==> config.mk <==
export PLATFORM = sky130hd
export DESIGN_NAME = mio_bus_ctrl_flat
export DESIGN_NICKNAME = d
export VERILOG_FILES = /design/src/rtl/mio_pkg.sv /design/src/rtl/mio_bus_ctrl_if.sv /design/src/rtl/mio_bus_ctrl_addr_dec.sv /design/src/rtl/mio_bus_ctrl.sv /design/src/flat_wrapper.sv
export SDC_FILE = /design/constraint.sdc
export NUM_CORES = 1
export LEC_CHECK = 0
export CAP_MARGIN = 20
export CORE_MARGIN = 2
export CORE_UTILIZATION = 35
export CTS_BUF_LIST = sky130_fd_sc_hd__clkbuf_16
export CTS_CLUSTER_DIAMETER = 200
export CTS_CLUSTER_SIZE = 10
export DETAILED_ROUTE_END_ITERATION = 7
export HOLD_SLACK_MARGIN = 0.1
export PLACE_DENSITY = 0.71
export SYNTH_ARGS = -nofsm -noshare
export SYNTH_HDL_FRONTEND = slang
export SYNTH_SLANG_ARGS = --single-unit
==> constraint.sdc <==
create_clock -name clk -period 5.65 [get_ports clk]
set_input_delay 1.13 -clock clk [delete_from_list [all_inputs] [get_ports clk]]
set_output_delay 1.13 -clock clk [all_outputs]
set_load 0.005 [all_outputs]
==> src/rtl/mio_pkg.sv <==
// Shared types and constants for the memory/IO handshake stage.
package mio_pkg;

    localparam logic [2:0] ST_IDLE     = 3'd0;
    localparam logic [2:0] ST_RAM_ACC  = 3'd1;
    localparam logic [2:0] ST_RAM_WAIT = 3'd2;
    localparam logic [2:0] ST_PERI_ACC = 3'd3;
    localparam logic [2:0] ST_RESP     = 3'd4;

    typedef enum logic [2:0] {
        IDLE     = ST_IDLE,
        RAM_ACC  = ST_RAM_ACC,
        RAM_WAIT = ST_RAM_WAIT,
        PERI_ACC = ST_PERI_ACC,
        RESP     = ST_RESP
    } mio_state_e;

    localparam logic [3:0]  PERI_NIB_E = 4'hE;
    localparam logic [3:0]  PERI_NIB_F = 4'hF;
    localparam logic [31:0] ERR_DATA   = 32'hDEADBEEF;

    // Access captured when leaving IDLE; held stable until RESP.
    typedef struct packed {
        logic        we;
        logic        is_peri;
        logic [31:0] addr;
        logic [31:0] wdata;
    } mio_req_t;

    function automatic logic is_peri_region(input logic [3:0] nib);
        return (nib == PERI_NIB_E) || (nib == PERI_NIB_F);
    endfunction

endpackage

==> src/rtl/mio_bus_ctrl_if.sv <==
// CPU request, block-RAM and peripheral bus signals of the handshake stage.
// slave: the controller itself; master: the CPU/memory/peripheral side.
interface mio_bus_if #(
    parameter int unsigned RAM_AW = 10
) ();
    logic              MemRead;
    logic              MemWrite;
    logic              CPU_MIO;
    logic [31:0]       addr_bus;
    logic [31:0]       Data_out;
    logic [31:0]       Data_in;
    logic              MIO_ready;
    logic [RAM_AW-1:0] ram_addr;
    logic              ram_we;
    logic [31:0]       ram_din;
    logic [31:0]       ram_dout;
    logic              peri_stb;
    logic              peri_we;
    logic [31:0]       peri_addr;
    logic [31:0]       peri_wdata;
    logic [31:0]       peri_rdata;
    logic              peri_ack;
    logic              bus_err;

    modport slave (
        input  MemRead, MemWrite, CPU_MIO, addr_bus, Data_out, ram_dout,
               peri_rdata, peri_ack,
        output Data_in, MIO_ready, ram_addr, ram_we, ram_din, peri_stb,
               peri_we, peri_addr, peri_wdata, bus_err
    );

    modport master (
        output MemRead, MemWrite, CPU_MIO, addr_bus, Data_out, ram_dout,
               peri_rdata, peri_ack,
        input  Data_in, MIO_ready, ram_addr, ram_we, ram_din, peri_stb,
               peri_we, peri_addr, peri_wdata, bus_err
    );
endinterface

==> src/rtl/mio_bus_ctrl_addr_dec.sv <==
// Combinational target decode: peripheral region and RAM word address.
module mio_addr_dec
    import mio_pkg::*;
#(
    parameter int unsigned RAM_AW = 10
) (
    input  logic [31:0]       addr_i,
    output logic              is_peri_c,
    output logic [RAM_AW-1:0] ram_waddr_c
);

    logic unused_addr;

    // Top nibble E/F is the peripheral window; RAM is word addressed.
    assign is_peri_c   = is_peri_region(addr_i[31:28]);
    assign ram_waddr_c = addr_i[RAM_AW+1:2];
    assign unused_addr = ^{addr_i[31:RAM_AW+2], addr_i[1:0]};

endmodule

==> src/rtl/mio_bus_ctrl.sv <==
// Memory/IO handshake stage between the multi-cycle CPU controller and the
// block RAM / peripheral bus. Optional macro MIO_TIMEOUT_EN adds a
// peripheral ack timeout with a sticky bus_err flag.
module mio_bus_ctrl
    import mio_pkg::*;
#(
    parameter int unsigned RAM_LAT = 2,
    parameter int unsigned RAM_AW  = 10,
    parameter int unsigned TIMEOUT = 255
) (
    input  logic     clk,
    input  logic     reset,
    mio_bus_if.slave bus
);

    localparam int unsigned RAM_CW = (RAM_LAT > 1) ? $clog2(RAM_LAT) : 1;

    if (RAM_LAT < 1 || TIMEOUT < 1) begin : g_bad_param
        $error("mio_bus_ctrl: RAM_LAT and TIMEOUT must be >= 1");
    end

    mio_state_e        state_q, state_d;
    mio_req_t          req_q, req_d;
    logic [RAM_CW-1:0] ram_cnt_q, ram_cnt_d;
    logic [31:0]       data_in_q, data_in_d;
    logic [RAM_AW-1:0] ram_addr_q, ram_addr_d;
    logic              mio_ready_q, ram_we_q, peri_stb_q, peri_we_q;
    logic              is_peri_c;
    logic [RAM_AW-1:0] ram_waddr_c;

`ifdef MIO_TIMEOUT_EN
    localparam int unsigned TO_CW = (TIMEOUT > 1) ? $clog2(TIMEOUT) : 1;
    logic [TO_CW-1:0] to_cnt_q, to_cnt_d;
    logic             bus_err_q, bus_err_d;
`endif

    mio_addr_dec #(.RAM_AW(RAM_AW)) u_dec (
        .addr_i      (bus.addr_bus),
        .is_peri_c   (is_peri_c),
        .ram_waddr_c (ram_waddr_c)
    );

    // Next-state, request latch, wait counters and read-data capture.
    always_comb begin
        state_d    = state_q;
        req_d      = req_q;
        ram_cnt_d  = ram_cnt_q;
        data_in_d  = data_in_q;
        ram_addr_d = ram_addr_q;
`ifdef MIO_TIMEOUT_EN
        to_cnt_d   = to_cnt_q;
        bus_err_d  = bus_err_q;
`endif
        case (state_q)
            IDLE: begin
                if (bus.CPU_MIO && (bus.MemRead || bus.MemWrite)) begin
                    req_d.we      = bus.MemWrite;
                    req_d.is_peri = is_peri_c;
                    req_d.addr    = bus.addr_bus;
                    req_d.wdata   = bus.Data_out;
                    ram_addr_d    = ram_waddr_c;
                    state_d       = is_peri_c ? PERI_ACC : RAM_ACC;
`ifdef MIO_TIMEOUT_EN
                    to_cnt_d      = '0;
`endif
                end
            end
            RAM_ACC: begin
                if (req_q.we) begin
                    state_d = RESP;
                end else begin
                    ram_cnt_d = RAM_CW'(RAM_LAT - 1);
                    state_d   = RAM_WAIT;
                end
            end
            RAM_WAIT: begin
                if (ram_cnt_q == '0) begin
                    data_in_d = bus.ram_dout;
                    state_d   = RESP;
                end else begin
                    ram_cnt_d = ram_cnt_q - RAM_CW'(1);
                end
            end
            PERI_ACC: begin
                if (bus.peri_ack) begin
                    if (!req_q.we) data_in_d = bus.peri_rdata;
                    state_d = RESP;
                end
`ifdef MIO_TIMEOUT_EN
                else if (to_cnt_q == TO_CW'(TIMEOUT - 1)) begin
                    if (!req_q.we) data_in_d = ERR_DATA;
                    bus_err_d = 1'b1;
                    state_d   = RESP;
                end else begin
                    to_cnt_d = to_cnt_q + TO_CW'(1);
                end
`endif
            end
            RESP:    state_d = IDLE;
            default: state_d = IDLE;
        endcase
    end

    // State, latched request and registered bus outputs.
    always_ff @(posedge clk or posedge reset) begin
        if (reset) begin
            state_q     <= IDLE;
            req_q       <= '0;
            ram_cnt_q   <= '0;
            data_in_q   <= '0;
            ram_addr_q  <= '0;
            mio_ready_q <= 1'b0;
            ram_we_q    <= 1'b0;
            peri_stb_q  <= 1'b0;
            peri_we_q   <= 1'b0;
`ifdef MIO_TIMEOUT_EN
            to_cnt_q    <= '0;
            bus_err_q   <= 1'b0;
`endif
        end else begin
            state_q     <= state_d;
            req_q       <= req_d;
            ram_cnt_q   <= ram_cnt_d;
            data_in_q   <= data_in_d;
            ram_addr_q  <= ram_addr_d;
            mio_ready_q <= (state_d == RESP);
            ram_we_q    <= (state_d == RAM_ACC) && req_d.we;
            peri_stb_q  <= (state_d == PERI_ACC);
            peri_we_q   <= (state_d == PERI_ACC) && req_d.we;
`ifdef MIO_TIMEOUT_EN
            to_cnt_q    <= to_cnt_d;
            bus_err_q   <= bus_err_d;
`endif
        end
    end

    assign bus.Data_in    = data_in_q;
    assign bus.MIO_ready  = mio_ready_q;
    assign bus.ram_addr   = ram_addr_q;
    assign bus.ram_we     = ram_we_q;
    assign bus.ram_din    = req_q.wdata;
    assign bus.peri_stb   = peri_stb_q;
    assign bus.peri_we    = peri_we_q;
    assign bus.peri_addr  = req_q.addr;
    assign bus.peri_wdata = req_q.wdata;
`ifdef MIO_TIMEOUT_EN
    assign bus.bus_err    = bus_err_q;
`else
    assign bus.bus_err    = 1'b0;
`endif

endmodule

==> src/flat_wrapper.sv <==
// flat-port wrapper written by rule: the top's interface ports become plain ports
module mio_bus_ctrl_flat import mio_pkg::*;
#(
    parameter int unsigned RAM_LAT = 2,
    parameter int unsigned RAM_AW  = 10,
    parameter int unsigned TIMEOUT = 255
)
  (clk, reset, bus_MemRead, bus_MemWrite, bus_CPU_MIO, bus_addr_bus, bus_Data_out, bus_ram_dout, bus_peri_rdata, bus_peri_ack, bus_Data_in, bus_MIO_ready, bus_ram_addr, bus_ram_we, bus_ram_din, bus_peri_stb, bus_peri_we, bus_peri_addr, bus_peri_wdata, bus_bus_err);
  mio_bus_if #(.RAM_AW(RAM_AW)) bus_i ();
  input  logic clk;
  input  logic reset;
  input wire logic [$bits(bus_i.MemRead)-1:0] bus_MemRead;
  input wire logic [$bits(bus_i.MemWrite)-1:0] bus_MemWrite;
  input wire logic [$bits(bus_i.CPU_MIO)-1:0] bus_CPU_MIO;
  input wire logic [$bits(bus_i.addr_bus)-1:0] bus_addr_bus;
  input wire logic [$bits(bus_i.Data_out)-1:0] bus_Data_out;
  input wire logic [$bits(bus_i.ram_dout)-1:0] bus_ram_dout;
  input wire logic [$bits(bus_i.peri_rdata)-1:0] bus_peri_rdata;
  input wire logic [$bits(bus_i.peri_ack)-1:0] bus_peri_ack;
  output wire logic [$bits(bus_i.Data_in)-1:0] bus_Data_in;
  output wire logic [$bits(bus_i.MIO_ready)-1:0] bus_MIO_ready;
  output wire logic [$bits(bus_i.ram_addr)-1:0] bus_ram_addr;
  output wire logic [$bits(bus_i.ram_we)-1:0] bus_ram_we;
  output wire logic [$bits(bus_i.ram_din)-1:0] bus_ram_din;
  output wire logic [$bits(bus_i.peri_stb)-1:0] bus_peri_stb;
  output wire logic [$bits(bus_i.peri_we)-1:0] bus_peri_we;
  output wire logic [$bits(bus_i.peri_addr)-1:0] bus_peri_addr;
  output wire logic [$bits(bus_i.peri_wdata)-1:0] bus_peri_wdata;
  output wire logic [$bits(bus_i.bus_err)-1:0] bus_bus_err;
  assign bus_i.MemRead = bus_MemRead;
  assign bus_i.MemWrite = bus_MemWrite;
  assign bus_i.CPU_MIO = bus_CPU_MIO;
  assign bus_i.addr_bus = bus_addr_bus;
  assign bus_i.Data_out = bus_Data_out;
  assign bus_i.ram_dout = bus_ram_dout;
  assign bus_i.peri_rdata = bus_peri_rdata;
  assign bus_i.peri_ack = bus_peri_ack;
  assign bus_Data_in = bus_i.Data_in;
  assign bus_MIO_ready = bus_i.MIO_ready;
  assign bus_ram_addr = bus_i.ram_addr;
  assign bus_ram_we = bus_i.ram_we;
  assign bus_ram_din = bus_i.ram_din;
  assign bus_peri_stb = bus_i.peri_stb;
  assign bus_peri_we = bus_i.peri_we;
  assign bus_peri_addr = bus_i.peri_addr;
  assign bus_peri_wdata = bus_i.peri_wdata;
  assign bus_bus_err = bus_i.bus_err;
  mio_bus_ctrl #(.RAM_LAT(RAM_LAT), .RAM_AW(RAM_AW), .TIMEOUT(TIMEOUT)) u_core (.clk(clk), .reset(reset), .bus(bus_i));
endmodule
==> key figures, run 1 <==
Clocking
  • H-tree levels: 3
  • CTS hold repair buffers: 0
  • Num CTS Buffers: 9
  • TritonCTS sink count: 105
  • CTS tree: built
  • Post-cts gate resize count: 0
  • Clock tree buffer depth: 2
  • Worst-Skew Late Latency: 0.34 ns
  • Clk pin slew, worst setup/hold paths: ~0.070 ns
  • Post-CTS setup buffer count: 0
  • Root Driver: clkbuf_16

Drt
  • Vias per inst: approximately 4.4
  • DR DRC count: 0
  • Iteration-0 DRC count of the detailed router: around 100
  • DRT Pass-1 Iters: 4
  • Drt total wl: ~13 mm
  • Vias: between 3000 and 4000
  • Post-DRT Antenna Nets: 0
  • WL/cell: between 15 and 20 µm

Worst setup path
  • Crit-path max FO: 56
  • CP Launch Type: input pin
  • Kind of critical path: input pin to register
  • FF-to-FF path depth: 4
  • Critical Path End Type: register
  • R2r setup slk: just under 3 ns
  • Data arrival, critical path: about 3.5 ns
  • R2r endpoint: u_core.bus.peri_addr[29]$_DFFE_PP0P_
  • Reg-to-reg startpoint: u_core.state_q[0]$_DFF_PP0_
  • Worst EP required: 5.87 ns

Hold path
  • Min-delay src: u_core.bus.peri_addr[16]$_DFFE_PP0P_
  • Hold crit path type: register to register
  • End of the worst hold path: u_core.bus.peri_addr[16]$_DFFE_PP0P_
  • Hold Path Stages: 1

Finish
  • Fillers: 1400
  • P&R area growth vs syn: 40.0%
  • Final net count: between 600 and 700
  • Layout cells sized above 1: 0.258
  • Final cell count without fillers: around 780
  • # diodes: 0

GRT
  • GRT Total Usage: 0.147
  • GR Util met3: 0.0378
  • First-pass GRT wire length: ~20 mm
  • Vias in the first global route: around 3800
  • GR Layer Usage met2: 0.264
  • Most crowded layer after global routing: met2
  • GR Util met1: 0.168
  • Overflow after GRT: 0
  • Largest net degree at the start of global routing: 67
  • Initial antenna violation count: 0

Yosys
  • Cell taking the most area after synthesis: dfrtp_1
  • Post-Syn Instances: between 300 and 400
  • Most area-consuming cells after synthesis: dfrtp_1, mux2_4, buf_4
  • Netlist cell types: 31
  • Register area share after synthesis: 0.462
  • Seq cells post-synth: between 100 and 150
  • Post-Syn Area: approximately 0.0057 mm²
  • Post-synth top area share: 0.462
  • Warnings, synthesis: 0
  • Post-Syn Area per Cell: 14.5 µm²
  • Syn nets: around 530

Power and ir drop
  • Worst VDD drop: ~0.00021 V
  • Pleak: around 3.4 nW
  • Total Power: approximately 4 mW
  • Power per cell area: 516 mW/mm²

Run status
  • Status: complete, no violations

Die
  • Die ar.: around 0.017 mm²
  • Die width: around 130 µm
  • Ports: 277
  • CORE AREA: ~0.016 mm²
  • Starting Density: 0.358
  • Standard-cell rows: between 40 and 50
  • Die Ht: around 130 µm

STA
  • Maximum clock frequency: just over 300 MHz
  • Final TNS setup: 0 ns
  • Fin. max-slew vios: 0
  • Final clock period utilization by the worst path: 0.575
  • Relative slew slack: 0.271
  • RSZ-0062 raised after global routing: no
  • Worst-margin pin slew: 1.09 ns
  • Post-route minimum period: 3.25 ns
  • Setup violators final: 0
  • Final hold vios: 0
  • Setup Skew: 0.00688 ns

Placed design
  • Placed Instances: around 760
  • Buffers on Ports: ~280
  • Post-DP HPWL: approximately 9.5 mm
  • GP Congestion: about 0.79

Job
  • Max Cap Violations: 0
cells by family (layout without fill, tap and decap cells):
kind of cell / count (synthesis) / after routing / share of synthesized area
compound gates: 13 / 13 / 0.0183
buf+inv: 126 / 297 / 0.184
other cells: 1 / 1 / 0.000660
flops: 105 / 105 / 0.462
mux: 129 / 129 / 0.311
simple gates: 17 / 17 / 0.0229
synthesized netlist by cell type, drive strengths merged:
cell type    n
a21oi        4
a22oi        1
a2bb2oi      1
and3         1
and3b        1
buf        122
conb         1
dfrtp      105
inv          4
mux2       128
mux2i        1
nand2        3
nand2b       1
nand3        2
nand3b       3
nor2         1
nor3         1
nor4b        1
o21a         1
o21ai        4
o22ai        1
o31a         1
or2          1
or2b         1
or3          1
where the power goes:
group          switching, mW  internal [mW]  leakage [nW]
logic                  0.574           1.54          2.00
registers              0.291           1.13          1.24
clock network          0.270          0.294         0.129
through the flow:
| stage | worst slack [ns] | util | cell area, µm² | hold slack (ns) |
|---|---|---|---|---|
| after floorplan | 1.76 | - | 5680 | 0.459 |
| after global routing | 2.27 | 0.501 | 7960 | 0.502 |
| after global placement | 2.09 | 0.485 | 7700 | 0.468 |
| after detailed placement | 2.01 | 0.485 | 7700 | 0.476 |
| after CTS | 2.36 | 0.501 | 7960 | 0.491 |
| final | 2.40 | 0.501 | 7960 | 0.486 |
final cells by class:
class / count / area [µm²] / area share
inverters: 4 / 17.5 / 0.00220
clock buffers: 9 / 225 / 0.0283
repair buffers: 278 / 2780 / 0.349
clock inverters: 6 / 35.0 / 0.00440
well taps: 216 / 270 / 0.0340
multi-input cells: 160 / 2010 / 0.252
flip-flops and latches: 105 / 2630 / 0.330
sequential cells by signal (all words and copies together) (netlist names):
name / count
u_core.state_q: 3
u_core.bus.ram_we: 1
u_core.bus.peri_addr: 32
u_core.bus.peri_stb: 1
u_core.bus.peri_we: 1
u_core.req_q: 1
u_core.ram_cnt_q: 1
u_core.bus.MIO_ready: 1
u_core.bus.Data_in: 32
u_core.bus.peri_wdata: 32
worst max path at each step:
stage | start | end | slack, ns
2_1_floorplan | reset | u_core.bus.Data_in[0]$_DFFE_PP0P_ | 1.76
3_3_place_gp | bus_CPU_MIO | u_core.bus.peri_wdata[4]$_DFFE_PP0P_ | 2.09
3_5_place_dp | bus_CPU_MIO | u_core.bus.peri_addr[29]$_DFFE_PP0P_ | 2.01
4_1_cts | bus_CPU_MIO | u_core.bus.peri_addr[29]$_DFFE_PP0P_ | 2.36
5_1_grt | bus_CPU_MIO | u_core.bus.peri_addr[29]$_DFFE_PP0P_ | 2.27
6_report | bus_CPU_MIO | u_core.bus.peri_addr[29]$_DFFE_PP0P_ | 2.40
metal layers:
metal	wire length (µm)	part of all wire
met5	0	0
met1	5060	0.40
met3	837	0.067
met2	6490	0.52
met4	171	0.014
placed cells by master (no fill, tap or decap), drive strengths merged:
master / instances
clkdlybuf4s50: 275
mux2: 128
dfrtp: 105
clkbuf: 9
inv: 5
o21ai: 4
a21oi: 4
clkinv: 4
nand2: 3
buf: 3
nand3b: 3
nand3: 2
nor4b: 1
o21a: 1
or2: 1
nand2b: 1
mux2i: 1
and3b: 1
o22ai: 1
or2b: 1
and3: 1
nor2: 1
o31a: 1
a2bb2oi: 1
or3: 1
a22oi: 1
nor3: 1
conb: 1
clkinvlp: 1
critical path: stages:
cell and delay, ns:
clkdlybuf4s50_1 0.47, nor4b_4 0.29, o21a_4 0.88, buf_4 0.37
mux2_4 0.32
Note: power is estimated with default switching activity, not from simulation.
==> run 2: changes to the inputs <==
==> constraint.sdc (replaced) <==
create_clock -name clk -period 3.1 [get_ports clk]
set_input_delay 0.62 -clock clk [delete_from_list [all_inputs] [get_ports clk]]
set_output_delay 0.62 -clock clk [all_outputs]
set_load 0.005 [all_outputs]
==> run 2 against run 1 <==
  * Clock skew is essentially flat
  * Highest routed layer is now met5
  * Sequential power grew 82%
  * Non-clock buffer count grew 2
==> key figures, run 2 (synthesis results as in run 1) <==
Run status
  • Status: complete, no violations

Worst setup path
  • Reg-to-reg startpoint: u_core.state_q[0]$_DFF_PP0_
  • R2r endpoint: u_core.bus.Data_in[28]$_DFFE_PP0P_
  • Crit-path max FO: 37
  • Crit path cell chain: clkdlybuf4s50_1 -> nor4b_4 -> o21a_4 -> buf_12 -> mux2_1
  • CP Launch Type: input pin
  • Kind of critical path: input pin to register
  • Max stage delay on crit path: 0.48 ns
  • Worst EP required: 3.33 ns
  • R2r setup slk: about 1.2 ns
  • Critical Path End Type: register
  • Data arrival, critical path: between 2 and 2.5 ns
  • Crit path max-delay cell type: clkdlybuf4s50_1
  • FF-to-FF path depth: 3

Placed design
  • Post-DP HPWL: approximately 10 mm
  • Pre-CTS WS: between 0.7 and 0.8 ns
  • Buffers on Ports: approximately 280
  • Placed Instances: between 700 and 800
  • GP Congestion: slightly below 0.8

Drt
  • Vias per inst: 4.37
  • DR DRC count: 0
  • WL/cell: approximately 17 µm
  • Vias: ~3400
  • Iteration-0 DRC count of the detailed router: between 60 and 70
  • DRT Pass-1 Iters: 4
  • Drt total wl: approximately 13 mm
  • Post-DRT Antenna Nets: 0

Hold path
  • Hold Path Stages: 1
  • End of the worst hold path: u_core.bus.Data_in[28]$_DFFE_PP0P_
  • Min-delay src: u_core.bus.Data_in[28]$_DFFE_PP0P_
  • Hold crit path type: register to register

STA
  • Worst-margin pin slew: 0.705 ns
  • Setup Skew: about 0.0064 ns
  • Setup violators final: 0
  • Final clock period utilization by the worst path: 0.642
  • Relative slew slack: 0.529
  • Worst Slack Setup Final: 1.11 ns
  • Fin. max-slew vios: 0
  • Post-route minimum period: ~2 ns
  • Final hold vios: 0
  • Final TNS setup: 0 ns
  • RSZ-0062 raised after global routing: no
  • Maximum clock frequency: ~500 MHz

GRT
  • GRT Total Usage: 0.153
  • First-pass GRT wire length: roughly 21 mm
  • Initial antenna violation count: 2
  • Largest net degree at the start of global routing: 40
  • Vias in the first global route: roughly 3700
  • Overflow after GRT: 0

Power and ir drop
  • Pleak: ~3.4 nW
  • Power per cell area: 939 mW/mm²
  • Worst VDD drop: 0.000407 V

Clocking
  • Root Driver: clkbuf_16
  • Worst-Skew Late Latency: 0.34 ns
  • Clk pin slew, worst setup/hold paths: around 0.070 ns
  • Post-cts gate resize count: 0
  • CTS hold repair buffers: 0
  • TritonCTS sink count: between 100 and 150
  • CTS tree: built
  • Num CTS Buffers: 9
  • H-tree levels: 3
  • Post-CTS setup buffer count: 0
  • Clock tree buffer depth: 2

Finish
  • Final net count: between 600 and 700
  • Most frequent cells in the layout: clkdlybuf4s50_1, dfrtp_1, mux2_4
  • P&R area growth vs syn: 41.8%
  • Final cell count without fillers: a little under 800
  • Layout cells sized above 1: 0.262
  • Most common cell after layout, fill and taps aside: clkdlybuf4s50_1

Die
  • Die width: 131 µm
  • Die ar.: about 0.017 mm²
  • CORE AREA: approximately 0.016 mm²
  • Starting Density: 0.358
  • Die Ht: approximately 130 µm
  • Standard-cell rows: 46
  • Ports: ~280

Job
  • Max Cap Violations: 0
[run 2: changes by cell type in the layout (fill, tap and decap cells not counted), sizes merged]
cell,before,now
buf,3,5
clkinv,4,2
diode,0,1
inv,5,6
clkinvlp,1,3
[run 2: per-layer routing]
| metal | vias up | GRT usage | share of wire | wire (µm) |
|---|---|---|---|---|
| met5 | - | 0 | 0.00092 | 12 |
| met2 | 173 | 0.270 | 0.52 | 6820 |
| li1 | 1556 | - | - | - |
| met1 | 1670 | 0.168 | 0.38 | 4990 |
| met4 | 2 | 0.0471 | 0.020 | 259 |
| met3 | 19 | 0.0621 | 0.077 | 1010 |
[run 2: worst max-delay path by stage]
stage,start,endpoint,cells past startpoint
final,bus_CPU_MIO,u_core.bus.peri_addr[14]$_DFFE_PP0P_,5
after detailed placement,bus_CPU_MIO,u_core.bus.peri_addr[14]$_DFFE_PP0P_,5
after floorplan,reset,u_core.bus.Data_in[0]$_DFFE_PP0P_,1
after global routing,bus_CPU_MIO,u_core.bus.peri_addr[14]$_DFFE_PP0P_,5
after global placement,bus_CPU_MIO,u_core.bus.peri_addr[14]$_DFFE_PP0P_,5
after CTS,bus_CPU_MIO,u_core.bus.peri_addr[14]$_DFFE_PP0P_,5
[run 2: critical path: cells and delay by family]
kind / cells / cell delay [ns]
buffers and inverters: 2 / 0.75
AO/OA/AOI/OAI: 1 / 0.21
AND/OR/NAND/NOR: 1 / 0.26
multiplexers: 1 / 0.36
[run 2: power breakdown]
group	switching (mW)	total (mW)	internal, mW
sequential	0.529	2.59	2.06
clock	0.524	1.08	0.553
combinational	1.06	3.89	2.83
total	2.11	7.56	5.45
[run 2: metrics by stage]
stage                      util  hold slack, ns  total power [mW]  area (µm²)
after floorplan               -           0.459              5.24        5690
after global placement    0.490           0.467              6.46        7780
after detailed placement  0.490           0.481              6.55        7780
after CTS                 0.507           0.497              7.70        8060
after global routing      0.507           0.519              8.00        8060
final                     0.507           0.491              7.56        8060
[run 2: final cells by class]
cell class	count	area [µm²]
Fill cell	1374	7830
Inverter	4	18.8
Sequential cell	105	2630
Antenna cell	1	2.50
Clock buffer	9	225
Tap cell	216	270
Timing Repair Buffer	280	2850
Clock inverter	7	55.1
Multi-Input combinational cell	160	2010
==> run 3: changes to the inputs <==
--- a/config.mk
+++ b/config.mk
@@ -13,7 +13,7 @@
 export CTS_CLUSTER_SIZE = 10
 export DETAILED_ROUTE_END_ITERATION = 7
 export HOLD_SLACK_MARGIN = 0.1
-export PLACE_DENSITY = 0.71
+export PLACE_DENSITY = 0.74
 export SYNTH_ARGS = -nofsm -noshare
 export SYNTH_HDL_FRONTEND = slang
 export SYNTH_SLANG_ARGS = --single-unit
==> constraint.sdc (replaced) <==
create_clock -name clk -period 1.69 [get_ports clk]
set_input_delay 0.338 -clock clk [delete_from_list [all_inputs] [get_ports clk]]
set_output_delay 0.338 -clock clk [all_outputs]
set_load 0.005 [all_outputs]
==> run 3 against run 2 <==
  * Worst setup slack got worse by 1.1 ns
  * Global-route usage decreased by 0.43 points
  * Sequential share of layout area decreased by 1.0 points
  * Largest cell class unchanged
  * Cell area increased by 3.3%
  * Hold slack got worse by 0.14 ns
  * Largest power group unchanged
  * Die area unchanged
  * Routed wire length increased by 1.2%
  * Critical path depth unchanged
  * Clock skew about the same
==> key figures, run 3 (synthesis results as in run 1) <==
STA
  • Setup Skew: around 0.0061 ns
  • Setup violators final: 0
  • Final clock period utilization by the worst path: 0.994
  • Final hold vios: 0
  • RSZ-0062 raised after global routing: yes
  • Maximum clock frequency: 595 MHz
  • Post-route minimum period: 1.68 ns
  • Fin. max-slew vios: 0
  • Worst Slack Setup Final: slightly above 0.01 ns

Worst setup path
  • WP buf/inv: 2
  • Reg-to-reg startpoint: u_core.state_q[0]$_DFF_PP0_
  • Critical Path End Type: register
  • Crit path max-delay cell type: dfrtp_2
  • Crit-path max FO: 15
  • R2r endpoint: u_core.bus.peri_addr[18]$_DFFE_PP0P_
  • Crit path cell chain: nor4b_4 -> buf_4 -> o21a_4 -> buf_12 -> mux2_4
  • FF-to-FF path depth: 5
  • CP Launch Type: register
  • Delay-heaviest family, CP: flip-flops
  • R2r setup slk: slightly above 0.01 ns
  • Data arrival, critical path: 1.91 ns
  • Worst EP required: approximately 1.9 ns
  • Max stage delay on crit path: roughly 0.44 ns
  • Kind of critical path: register to register

Placed design
  • Placed Instances: 783
  • GP Congestion: ~0.75
  • Buffers on Ports: ~280
  • Pre-CTS WS: -0.319 ns
  • Post-DP HPWL: about 9.7 mm

Die
  • CORE AREA: ~0.016 mm²
  • Die ar.: 0.0173 mm²
  • Starting Density: 0.358
  • Die width: roughly 130 µm
  • Ports: 277
  • Standard-cell rows: 46
  • Die Ht: 131 µm

Finish
  • # diodes: 0
  • Final cell count without fillers: 806
  • Finished Core Util: 0.524
  • FF/Latch Area: 0.00263 mm²
  • Fillers: approximately 1400
  • Most frequent cells in the layout: clkdlybuf4s50_1, dfrtp_1, mux2_4
  • Final net count: slightly above 700
  • Multi-input logic area: approximately 0.002 mm²
  • Layout cells sized above 1: 0.297
  • Most common cell after layout, fill and taps aside: clkdlybuf4s50_1
  • P&R area growth vs syn: 46.5%

Drt
  • Vias per inst: between 4 and 5
  • DRT Pass-1 Iters: 4
  • WL/cell: 16.4 µm
  • Post-DRT Antenna Nets: 0
  • Vias: 3476
  • DR DRC count: 0
  • Drt total wl: 13.3 mm
  • Iteration-0 DRC count of the detailed router: 95

Run status
  • Status: complete, no violations

Hold path
  • End of the worst hold path: u_core.state_q[0]$_DFF_PP0_
  • Hold crit path type: input pin to register
  • Hold Path Stages: 2
  • Min-delay src: bus_peri_ack

Power and ir drop
  • Power per cell area: between 1500 and 2000 mW/mm²
  • Pleak: approximately 3.6 nW
  • Worst VDD drop: roughly 0.0007 V

Clocking
  • Clock tree buffer depth: 2
  • Clk pin slew, worst setup/hold paths: 0.07 ns
  • Worst-Skew Late Latency: around 0.34 ns
  • Root Driver: clkbuf_16
  • TritonCTS sink count: 105
  • H-tree levels: 3
  • CTS tree: built
  • Num CTS Buffers: 9
  • CTS hold repair buffers: 0

Job
  • Max Cap Violations: 0

GRT
  • Vias in the first global route: 3790
  • Largest net degree at the start of global routing: 66
  • GRT Total Usage: 0.149
  • Overflow after GRT: 0
  • Initial antenna violation count: 0
  • First-pass GRT wire length: around 20 mm
run 3: worst max-delay path by stage:
stage	slack, ns	end	cells after the start	start
after floorplan	0.03	u_core.bus.peri_addr[0]$_DFFE_PP0P_	6	u_core.state_q[1]$_DFF_PP0_
after global placement	-0.33	u_core.bus.peri_wdata[11]$_DFFE_PP0P_	5	bus_CPU_MIO
after detailed placement	-0.32	u_core.bus.peri_wdata[12]$_DFFE_PP0P_	5	bus_CPU_MIO
after CTS	-0.01	u_core.bus.Data_in[11]$_DFFE_PP0P_	5	u_core.state_q[0]$_DFF_PP0_
after global routing	-0.05	u_core.bus.peri_addr[27]$_DFFE_PP0P_	5	u_core.state_q[0]$_DFF_PP0_
final	0.01	u_core.bus.peri_addr[18]$_DFFE_PP0P_	5	u_core.state_q[0]$_DFF_PP0_
run 3: final cells by class:
type / instances / share of cell area
clock buffer: 9 / 0.0270
clock inverter: 6 / 0.00721
inverter: 4 / 0.00225
multi-input combinational: 161 / 0.242
sequential: 105 / 0.316
tap: 216 / 0.0324
timing repair buffer: 305 / 0.373
run 3: power by group:
group / internal [mW] / total, mW / switching, mW
combinational: 5.44 / 7.50 / 2.06
clock: 1.14 / 2.05 / 0.909
sequential: 3.79 / 4.72 / 0.928
run 3: what timing repair did:
| item | 4_1_cts | 5_1_grt |
|---|---|---|
| pin swaps | 1 | 1 |
| endpoints found under the hold margin | 0 | 0 |
| resized for setup | 0 | 6 |
| endpoints found under the setup margin | 43 | 95 |
| gates cloned | 1 | 4 |
| setup buffers | 2 | 1 |
run 3: worst register-to-register path: stages (launching register included):
cell and delay, ns:
dfrtp_2 0.44, nor4b_4 0.25, buf_4 0.17, o21a_4 0.20, buf_12 0.19, mux2_4 0.32
run 3: through the flow:
| step | hold slack [ns] | setup TNS, ns | area (µm²) | power, mW |
|---|---|---|---|---|
| after floorplan | 0.446 | 0 | 5690 | 9.61 |
| final | 0.353 | 0 | 8330 | 14.3 |
| after global placement | 0.472 | -28.47 | 7930 | 12.0 |
| after global routing | 0.376 | -2.80 | 8330 | 15.0 |
| after detailed placement | 0.481 | -27.72 | 7930 | 12.2 |
| after CTS | 0.428 | -0.0527 | 8230 | 14.4 |
run 3: layer usage:
metal  routed length (µm)  share of wire  track usage
met1                 5530           0.42        0.178
met2                 6760           0.51        0.258
met3                  725          0.055       0.0343
met4                  242          0.018       0.0568
met5                    0              0            0
